`config.mk`:
```
export PLATFORM = sky130hd
export DESIGN_NAME = mode4_exp_accum_flat
export DESIGN_NICKNAME = d
export VERILOG_FILES = /design/src/rtl/mode4_exp_accum_if.sv /design/src/rtl/mode4_exp_accum.sv /design/src/flat_wrapper.sv
export SDC_FILE = /design/constraint.sdc
export NUM_CORES = 2
export LEC_CHECK = 0
export ABC_AREA = 0
export CORE_MARGIN = 3
export CORE_UTILIZATION = 35
export CTS_CLUSTER_DIAMETER = 60
export DETAILED_ROUTE_END_ITERATION = 6
export DONT_BUFFER_PORTS = 1
export GPL_TIMING_DRIVEN = 0
export HOLD_SLACK_MARGIN = 0.08
export PLACE_DENSITY = 0.54
export SKIP_LAST_GASP = 1
export SLEW_MARGIN = 40
export SYNTH_ARGS = -nofsm -noshare
export SYNTH_HDL_FRONTEND = slang
export SYNTH_SLANG_ARGS = --single-unit
export TNS_END_PERCENT = 1
```
`constraint.sdc`:
```
create_clock -name clk -period 34.3 [get_ports clk]
set_input_delay 10.29 -clock clk [delete_from_list [all_inputs] [get_ports clk]]
set_output_delay 10.29 -clock clk [all_outputs]
set_load 0.01 [all_outputs]
```
`src/rtl/mode4_exp_accum_if.sv`:
```
// Beat/result bus of the softmax accumulation stage: four fp16 lanes in, one fp16 row sum out.
interface mode4_exp_accum_if #(
  parameter int unsigned DATAWIDTH = 16,
  parameter int unsigned CNTW      = 8
);
  logic                 start;
  logic                 valid_in;
  logic                 last_in;
  logic [3:0]           lane_mask;
  logic [DATAWIDTH-1:0] inp0;
  logic [DATAWIDTH-1:0] inp1;
  logic [DATAWIDTH-1:0] inp2;
  logic [DATAWIDTH-1:0] inp3;
  logic                 in_ready;
  logic [DATAWIDTH-1:0] outp;
  logic                 outp_valid;
  logic [CNTW-1:0]      num_beats;

  modport master (
    output start, valid_in, last_in, lane_mask, inp0, inp1, inp2, inp3,
    input  in_ready, outp, outp_valid, num_beats
  );

  modport slave (
    input  start, valid_in, last_in, lane_mask, inp0, inp1, inp2, inp3,
    output in_ready, outp, outp_valid, num_beats
  );
endinterface

```
`src/rtl/mode4_exp_accum.sv`:
```
// Reduces a row of 4-lane fp16 beats to one fp16 sum: 2-stage adder tree feeding an accumulator.
module mode4_exp_accum #(
  parameter int unsigned CNTW = 8
) (
  input  logic             clk,
  input  logic             reset,
  mode4_exp_accum_if.slave bus
);
  localparam int unsigned DW = 16;

  typedef enum logic [1:0] {IDLE, ACCUM, DRAIN} state_e;

  // fp16 add, round-to-nearest-even, subnormals kept, overflow to infinity.
  function automatic logic [DW-1:0] fp16_add(input logic [DW-1:0] a, input logic [DW-1:0] b);
    logic        a_nan, b_nan, a_inf, b_inf, sub, up;
    logic [15:0] big, sml, r;
    logic [4:0]  eb, es, d;
    logic [10:0] mb, ms;
    logic [25:0] sh;
    logic [13:0] al, ml, n;
    logic [14:0] s;
    logic [5:0]  e;
    logic [11:0] m;
    a_nan = (a[14:10] == 5'h1f) && (a[9:0] != 10'd0);
    b_nan = (b[14:10] == 5'h1f) && (b[9:0] != 10'd0);
    a_inf = (a[14:10] == 5'h1f) && (a[9:0] == 10'd0);
    b_inf = (b[14:10] == 5'h1f) && (b[9:0] == 10'd0);
    r = 16'h0000;
    if (a_nan || b_nan || (a_inf && b_inf && (a[15] != b[15]))) begin
      r = 16'h7e00;
    end else if (a_inf) begin
      r = a;
    end else if (b_inf) begin
      r = b;
    end else begin
      if (a[14:0] >= b[14:0]) begin big = a; sml = b; end
      else                    begin big = b; sml = a; end
      eb  = (big[14:10] == 5'd0) ? 5'd1 : big[14:10];
      es  = (sml[14:10] == 5'd0) ? 5'd1 : sml[14:10];
      mb  = {big[14:10] != 5'd0, big[9:0]};
      ms  = {sml[14:10] != 5'd0, sml[9:0]};
      d   = eb - es;
      sh  = {ms, 15'd0} >> d;
      // beyond 13 positions the smaller operand only contributes to sticky
      al  = (d > 5'd13) ? {13'd0, |ms} : {sh[25:13], |sh[12:0]};
      ml  = {mb, 3'd0};
      sub = big[15] ^ sml[15];
      s   = sub ? ({1'b0, ml} - {1'b0, al}) : ({1'b0, ml} + {1'b0, al});
      e   = {1'b0, eb};
      if (s == 15'd0) begin
        r = {big[15] & sml[15], 15'd0};
      end else begin
        if (s[14]) begin
          n = {s[14:2], s[1] | s[0]};
          e = e + 6'd1;
        end else begin
          n = s[13:0];
          for (int i = 0; i < 13; i++) begin
            if (!n[13] && (e > 6'd1)) begin
              n = n << 1;
              e = e - 6'd1;
            end
          end
        end
        up = n[2] & (n[1] | n[0] | n[3]);
        m  = {1'b0, n[13:3]} + 12'(up);
        if (m[11]) begin
          m = m >> 1;
          e = e + 6'd1;
        end
        if (e >= 6'd31) r = {big[15], 5'h1f, 10'd0};
        else            r = {big[15], m[10] ? e[4:0] : 5'd0, m[9:0]};
      end
    end
    return r;
  endfunction

  state_e          state_q, state_d;
  logic            in_ready_q;
  logic [DW-1:0]   s01_q, s23_q, t_q, acc_q;
  logic            v1_q, f1_q, l1_q, v2_q, f2_q, l2_q;
  logic            outp_valid_q;
  logic [CNTW-1:0] num_beats_q;
  logic            accept_c;
  logic [DW-1:0]   in0_c, in1_c, in2_c, in3_c;

  assign accept_c = (state_q == ACCUM) && bus.valid_in;
  assign in0_c    = bus.lane_mask[0] ? bus.inp0 : '0;
  assign in1_c    = bus.lane_mask[1] ? bus.inp1 : '0;
  assign in2_c    = bus.lane_mask[2] ? bus.inp2 : '0;
  assign in3_c    = bus.lane_mask[3] ? bus.inp3 : '0;

  // Row sequencing: DRAIN ends when the last beat reaches the accumulator.
  always_comb begin
    state_d = state_q;
    case (state_q)
      IDLE:    if (bus.start) state_d = ACCUM;
      ACCUM:   if (accept_c && bus.last_in) state_d = DRAIN;
      DRAIN:   if (v2_q && l2_q) state_d = IDLE;
      default: state_d = IDLE;
    endcase
  end

  always_ff @(posedge clk or posedge reset) begin
    if (reset) begin
      state_q    <= IDLE;
      in_ready_q <= 1'b0;
    end else begin
      state_q    <= state_d;
      in_ready_q <= (state_d == ACCUM);
    end
  end

  always_ff @(posedge clk or posedge reset) begin
    if (reset) begin
      s01_q        <= '0;
      s23_q        <= '0;
      t_q          <= '0;
      acc_q        <= '0;
      v1_q         <= 1'b0;
      f1_q         <= 1'b0;
      l1_q         <= 1'b0;
      v2_q         <= 1'b0;
      f2_q         <= 1'b0;
      l2_q         <= 1'b0;
      outp_valid_q <= 1'b0;
      num_beats_q  <= '0;
    end else begin
      v1_q <= accept_c;
      if (accept_c) begin
        s01_q <= fp16_add(in0_c, in1_c);
        s23_q <= fp16_add(in2_c, in3_c);
        f1_q  <= (num_beats_q == '0);
        l1_q  <= bus.last_in;
      end
      v2_q <= v1_q;
      if (v1_q) begin
        t_q  <= fp16_add(s01_q, s23_q);
        f2_q <= f1_q;
        l2_q <= l1_q;
      end
      // first beat of a row overwrites, so rows need no clear cycle
      if (v2_q) acc_q <= f2_q ? t_q : fp16_add(acc_q, t_q);
      outp_valid_q <= v2_q && l2_q;
      if ((state_q == IDLE) && bus.start) num_beats_q <= '0;
      else if (accept_c && (num_beats_q != '1)) num_beats_q <= num_beats_q + CNTW'(1);
    end
  end

  assign bus.in_ready   = in_ready_q;
  assign bus.outp       = acc_q;
  assign bus.outp_valid = outp_valid_q;
  assign bus.num_beats  = num_beats_q;
endmodule

```
`src/flat_wrapper.sv`:
```
// flat-port wrapper written by rule: the top's interface ports become plain ports
module mode4_exp_accum_flat 
#(
  parameter int unsigned CNTW = 8
)
  (clk, reset, bus_start, bus_valid_in, bus_last_in, bus_lane_mask, bus_inp0, bus_inp1, bus_inp2, bus_inp3, bus_in_ready, bus_outp, bus_outp_valid, bus_num_beats);
  mode4_exp_accum_if #(.CNTW(CNTW)) bus_i ();
  input  logic clk;
  input  logic reset;
  input wire logic [$bits(bus_i.start)-1:0] bus_start;
  input wire logic [$bits(bus_i.valid_in)-1:0] bus_valid_in;
  input wire logic [$bits(bus_i.last_in)-1:0] bus_last_in;
  input wire logic [$bits(bus_i.lane_mask)-1:0] bus_lane_mask;
  input wire logic [$bits(bus_i.inp0)-1:0] bus_inp0;
  input wire logic [$bits(bus_i.inp1)-1:0] bus_inp1;
  input wire logic [$bits(bus_i.inp2)-1:0] bus_inp2;
  input wire logic [$bits(bus_i.inp3)-1:0] bus_inp3;
  output wire logic [$bits(bus_i.in_ready)-1:0] bus_in_ready;
  output wire logic [$bits(bus_i.outp)-1:0] bus_outp;
  output wire logic [$bits(bus_i.outp_valid)-1:0] bus_outp_valid;
  output wire logic [$bits(bus_i.num_beats)-1:0] bus_num_beats;
  assign bus_i.start = bus_start;
  assign bus_i.valid_in = bus_valid_in;
  assign bus_i.last_in = bus_last_in;
  assign bus_i.lane_mask = bus_lane_mask;
  assign bus_i.inp0 = bus_inp0;
  assign bus_i.inp1 = bus_inp1;
  assign bus_i.inp2 = bus_inp2;
  assign bus_i.inp3 = bus_inp3;
  assign bus_in_ready = bus_i.in_ready;
  assign bus_outp = bus_i.outp;
  assign bus_outp_valid = bus_i.outp_valid;
  assign bus_num_beats = bus_i.num_beats;
  mode4_exp_accum #(.CNTW(CNTW)) u_core (.clk(clk), .reset(reset), .bus(bus_i));
endmodule
```
After elaboration in Yosys (flattened, before gate mapping)
Index checks and enable logic that the tools add are counted.
{"block": "op_classes", "addsub": 77, "muxes": 867, "n_bitwise": 24, "shift": 4, "order_cmp": 64, "n_eq_ne": 17, "reduce_logical": 189}
{"cell": "$mux 14", "count": 368}
{"cell": "$mux 6", "count": 388}
{"cell": "$mux 16", "count": 61}
{"cell": "$gt 6x1->1 const B", "count": 48}
{"cell": "$sub 6x1->6 const B", "count": 48}
{"cell": "$mux 11", "count": 24}
{"cell": "$mux 15", "count": 8}
{"cell": "$shr 26x5->26", "count": 4}
{"cell": "$logic_and 1x1->1", "count": 81}
{"cell": "$logic_not 10->1", "count": 8}
{"cell": "$reduce_bool 10->1", "count": 8}
{"cell": "$add 14x14->15", "count": 4}
{"cell": "$ge 15x15->1", "count": 4}
{"cell": "$logic_not 15->1", "count": 4}
{"cell": "$mux 5", "count": 12}
{"cell": "$sub 14x14->15", "count": 4}
{"cell": "$logic_not 1->1", "count": 52}
{"cell": "$reduce_or 13->1", "count": 4}
{"cell": "$add 11x1->12", "count": 4}
{"cell": "$reduce_or 11->1", "count": 4}
{"cell": "$eq 5x5->1 const B", "count": 8}
{"cell": "$logic_not 5->1", "count": 8}
{"cell": "$reduce_bool 5->1", "count": 8}
{"cell": "$add 5x1->6 const B", "count": 4}
{"cell": "other kinds (23)", "count": 76}
{"block": "totals", "output_inout_bits": 26, "word_cells": 1256, "regBits": 82, "inputBits": 73}

Depth between registers and ports, before layout
{"block": "logic_depth", "ltp_word": 149, "mapped_depth": 151}

Worst setup path after synthesis
OpenSTA, ideal clock, no wires.
{"block": "synth_path", "path_type": "input to register", "from": "input bus_lane_mask[1]", "to": "register u_core.s01_q[14]", "arrival_ps": 39675, "cell_stages": 138, "n_path_buf": 27, "setup_slack_ps": -5513, "path_cell_list": "buf_2 -> clkbuf_1 -> clkbuf_1 -> nand2_1 -> ha_1 -> and4_1 -> nand3_1 -> or4_1 -> and3_1 -> buf_2 -> nand2_4 -> buf_2 -> buf_1 -> nand2_1 -> o21a_1 -> a31oi_1 -> ha_1 -> inv_1 -> (+102 left out) -> ha_1 -> nor2_1 -> nand3b_1 -> o41ai_2 -> buf_4 -> buf_6 -> mux2_2 -> ha_1 -> o22ai_1 -> a211o_1 -> buf_4 -> nand2_1 -> a31oi_1 -> nand4_1 -> nor4_1 -> mux2_2 -> o31a_1 -> a21boi_1"}
{"block": "synth_via", "elab_chain_cells": 148, "word_cells_on_any_way": 299, "cone_classes": "add/sub (19); order compare (16); eq/ne (2); shift (1); mux (215); bitwise (5); reduce/logical (41)"}
{"element": "start, declared", "line_no": "flat_wrapper.sv:13", "rtl": "input wire logic [$bits(bus_i.lane_mask)-1:0] bus_lane_mask;"}
{"element": "$mux 16 (*)", "line_no": "mode4_exp_accum.sv:89", "rtl": "assign in1_c = bus.lane_mask[1] ? bus.inp1 : '0;"}
{"element": "$ge 15x15->1", "line_no": "mode4_exp_accum.sv:36", "rtl": "if (a[14:0] >= b[14:0]) begin big = a; sml = b; end"}
{"element": "$mux 16", "line_no": "mode4_exp_accum.sv:36"}
{"element": "$mux 16", "line_no": "mode4_exp_accum.sv:33", "rtl": "end else if (b_inf) begin"}
{"element": "$mux 16", "line_no": "mode4_exp_accum.sv:31", "rtl": "end else if (a_inf) begin"}
{"element": "$mux 16", "line_no": "mode4_exp_accum.sv:29", "rtl": "if (a_nan || b_nan || (a_inf && b_inf && (a[15] != b[15]))) begin"}
{"element": "$mux 16", "line_no": "mode4_exp_accum.sv:130", "rtl": "if (accept_c) begin"}
{"element": "$logic_not 5->1 (on tied branches)", "line_no": "mode4_exp_accum.sv:38, mode4_exp_accum.sv:39"}
{"element": "(+132 left out)"}
{"element": "$mux 6 / $mux 11 (equally long branches)", "line_no": "mode4_exp_accum.sv:29"}
{"element": "$mux 6 / $mux 11 (equally long branches)", "line_no": "mode4_exp_accum.sv:130"}
{"element": "$ge 6x5->1 / $mux 5 (equally long branches)", "line_no": "mode4_exp_accum.sv:71, mode4_exp_accum.sv:72"}
{"element": "$mux 15", "line_no": "mode4_exp_accum.sv:71", "rtl": "if (e >= 6'd31) r = {big[15], 5'h1f, 10'd0};"}
{"element": "$mux 16", "line_no": "mode4_exp_accum.sv:50", "rtl": "if (s == 15'd0) begin"}
{"element": "$mux 16", "line_no": "mode4_exp_accum.sv:33"}
{"element": "$mux 16", "line_no": "mode4_exp_accum.sv:31"}
{"element": "$mux 16 (*)", "line_no": "mode4_exp_accum.sv:29"}
{"element": "end signal, assigned", "line_no": "mode4_exp_accum.sv:131", "rtl": "s01_q <= fp16_add(in0_c, in1_c);"}
{"element": "end, declared", "line_no": "mode4_exp_accum.sv:80", "rtl": "logic [DW-1:0] s01_q, s23_q, t_q, acc_q;"}
Every way passes the cells marked *; elsewhere a longest branch is shown, timed or not. The select of a mux whose other input is x is not followed.
A chain may end at the register's enable or synchronous reset.

Worst setup path in the final report
Same ends and word-level chain as after synthesis.

==> impl_metrics.ini <==
[route]
wire_per_inst_um = 20.1
dr.pass1.iters = 7
postRouteAntennaNets = 0
wl_mm = 177
viasPerCell = 6.19
vias = 54400
dr.first_iter.drc_count = 4896
drc_errors = 7

[setup_path]
worst_setup_path_end_kind = register
slowest_delay_ns = 0.55
crit_path_top_delay_cell = or4b_4
startpoint_type = primary input
required_ns = 34.53
reg2regPathDepth = 136
crit_fanout = 10
critical_path_class = primary input to register
critPathArrivalTime_ns = 33.96

[sta]
rsz0062_at_grt = yes
setup_slack_ns = 0.569
finalClockSkew_ns = 0.0118
setup_viol = 0
tightestPinTransition_ns = 0.992
slew_viol_final = 0
slew-limit-headroom_pct = 33.4
max_freq_mhz = 29.6
finalCriticalPeriod_ns = 33.73
hold_violations = 0
worst_hold_slack_ns = 0.414
fin_crit_sh_pct = 98.3

[clocking]
cts_tree = yes
clockBufferDepth = 2
cts_made_buffers = 9
cts_root_buffer = clkbuf_16
numClockSinks = 82
h-tree-depth = 3
insertion_delay_ns = 0.36
clk_pin_slew_ns = 0.06
cts_hold_buf = 0

[placement]
hpwlAfterDp_mm = 140
dp_slack_ns = -4.77
globalplace.congestion = 0.962
placement.io_buffers = 0
placed_cells = 8480

[cells_and_area]
syn_to_final_growth_pct = 19.1
final_common_cell = nand2_1
utilization_pct = 42.3
seqCellArea_um2 = 2050
stdcell_count = 8800
final_cell_mix = nand2_1, nor2_1, a21oi_1, o21ai_0, mux2i_1
multi_input_area_um2 = 44200
post_route_cells_drive_above_1_share_pct = 19.3
num-nets-final = 7426
layout.filler_cells = 13400
antennaDiodeCount = 0

[worst_hold_path]
min_path_cells = 0
worstHoldPathType = register to register

[run_status]
status = complete, but fails checks
failed_checks = DRC

[synthesis]
synth_edf_count = 0
syn_inst = 6748
async_flop_share_pct = 100
ys_seq_elements = 82
syn_area_um2 = 45700
ys_warn_count = 0
ys.flop_type = dfrtp_1
syn_avg_cell_area_um2 = 6.78
seq_area_frac_synth_pct = 4.49
ys_types = 149
syn-num-nets = 7107

[die]
die_w_um = 367
start_util_pct = 35.5
die_h_um = 367
ios = 99
rows = 131
die_area_um2 = 135000
core_um2 = 129000

[global_route]
grt_util_all_layers_pct = 24.2
grt_max_degree = 54
grt_pass1_vias = 49800
grt_pass1_wl_mm = 275
grt.overflow.total = 0
antenna_found_initial = 2

[flow_run]
drv_cap = 0
==> timing repair <==
action                                  in CTS  in global routing
gates resized for setup                    200                318
pin swaps                                   85                172
gates cloned                                 2                  2
endpoints found under the setup margin      60                 60
hold endpoints to repair                     0                  0
buffers inserted                           127                190
==> logic make-up (layout without fill, tap and decap cells) <==
kind of cell               Yosys count  after routing  synth area share [%]
AOI/OAI and AO/OA                 2264           2264                  34.8
DFF                                 82             82                  4.49
adders and majority gates          289            289                  8.02
xor gates and xnor gates           241            241                  4.67
muxes                              575            575                  13.6
buffers and inverters              637            960                  5.61
and+or+nand+nor                   2660           2660                  28.8
==> state kept, by name, summed over array words and instances, names as in the netlist, 2 cells and up <==
signal                cells
u_core.s23_q             16
u_core.t_q               16
u_core.bus.outp          16
u_core.s01_q             16
u_core.state_q            2
u_core.bus.num_beats      8
==> critical path: cells and delay by family <==
family                     cells  cell delay, ns
adders and majority gates     17            3.64
buffers and inverters         34            4.36
xor gates and xnor gates       5            0.94
muxes                         10            2.88
and+or+nand+nor               32            5.10
AOI/OAI and AO/OA             36            6.67
==> path summary, 6_finish.rpt <==
path	to	slack [ns]	start
worst max-delay path	u_core.s01_q[14]	0.57	bus_lane_mask[1]
worst min-delay path	u_core.v2_q	0.41	u_core.v1_q
worst max register to register	u_core.bus.outp[14]	2.06	u_core.bus.outp[14]
worst min register to register	u_core.v2_q	0.41	u_core.v1_q
max in group asynchronous	u_core.bus.outp[9]	23.93	reset
min in group asynchronous	u_core.s01_q[15]	9.75	reset
==> metal layers <==
| metal | up-vias | share of wire, % | track usage [%] |
|---|---|---|---|
| met1 | 26000 | 46 | 33.8 |
| li1 | 26300 | - | - |
| met3 | 265 | 5.6 | 2.14 |
| met2 | 1854 | 46 | 40.0 |
| met5 | - | 0 | 0 |
| met4 | 0 | 2.2 | 5.36 |
==> cell type report <==
cell class	count	area share (%)
plain buffers	310	3.69
clock buffers	11	0.446
clock inverters	4	0.0965
inverters	310	2.18
multi-input cells	6029	81.2
flip-flops and latches	82	3.77
well taps	1729	3.97
repair buffers	325	4.66
==> synth_stat cells (all sizes together), types with 30 or more instances <==
library cell / number / area, µm²
a21o: 93 / 698
nor2: 691 / 2620
o21a: 70 / 534
o22ai: 52 / 332
o31ai: 55 / 479
buf: 116 / 612
mux2i: 390 / 3940
nor3: 200 / 1050
xor2: 50 / 445
o211ai: 110 / 856
o221ai: 34 / 304
nand4: 93 / 601
a221oi: 41 / 414
o21ai: 476 / 2430
nand3: 259 / 1310
a31oi: 98 / 613
nand2: 741 / 2790
nand2b: 60 / 383
o21bai: 35 / 263
or2: 76 / 475
ha: 278 / 3480
a211o: 33 / 289
nor2b: 34 / 213
and4: 33 / 289
dfrtp: 82 / 2050
a31o: 34 / 298
xnor2: 191 / 1690
o31a: 30 / 263
o2111ai: 35 / 307
and2: 104 / 651
clkbuf: 211 / 792
or4: 30 / 233
inv: 301 / 1130
a21oi: 519 / 2690
a21boi: 34 / 263
a2111oi: 41 / 445
and3: 80 / 510
or3: 75 / 479
mux2: 168 / 1900
nor4: 89 / 688
a22oi: 32 / 240
a211oi: 125 / 988
==> per-stage QoR <==
step / setup TNS [ns] / instance area, µm²
2_1_floorplan: -0.144 / 47300
4_1_cts: -3.00 / 51700
6_report: 0 / 54500
3_5_place_dp: -193.22 / 49600
5_1_grt: -5.23 / 54500
3_3_place_gp: -187.81 / 49400
Power is not shown: default switching activity piles up to over one toggle a cycle in this logic, so the estimate is an artifact.
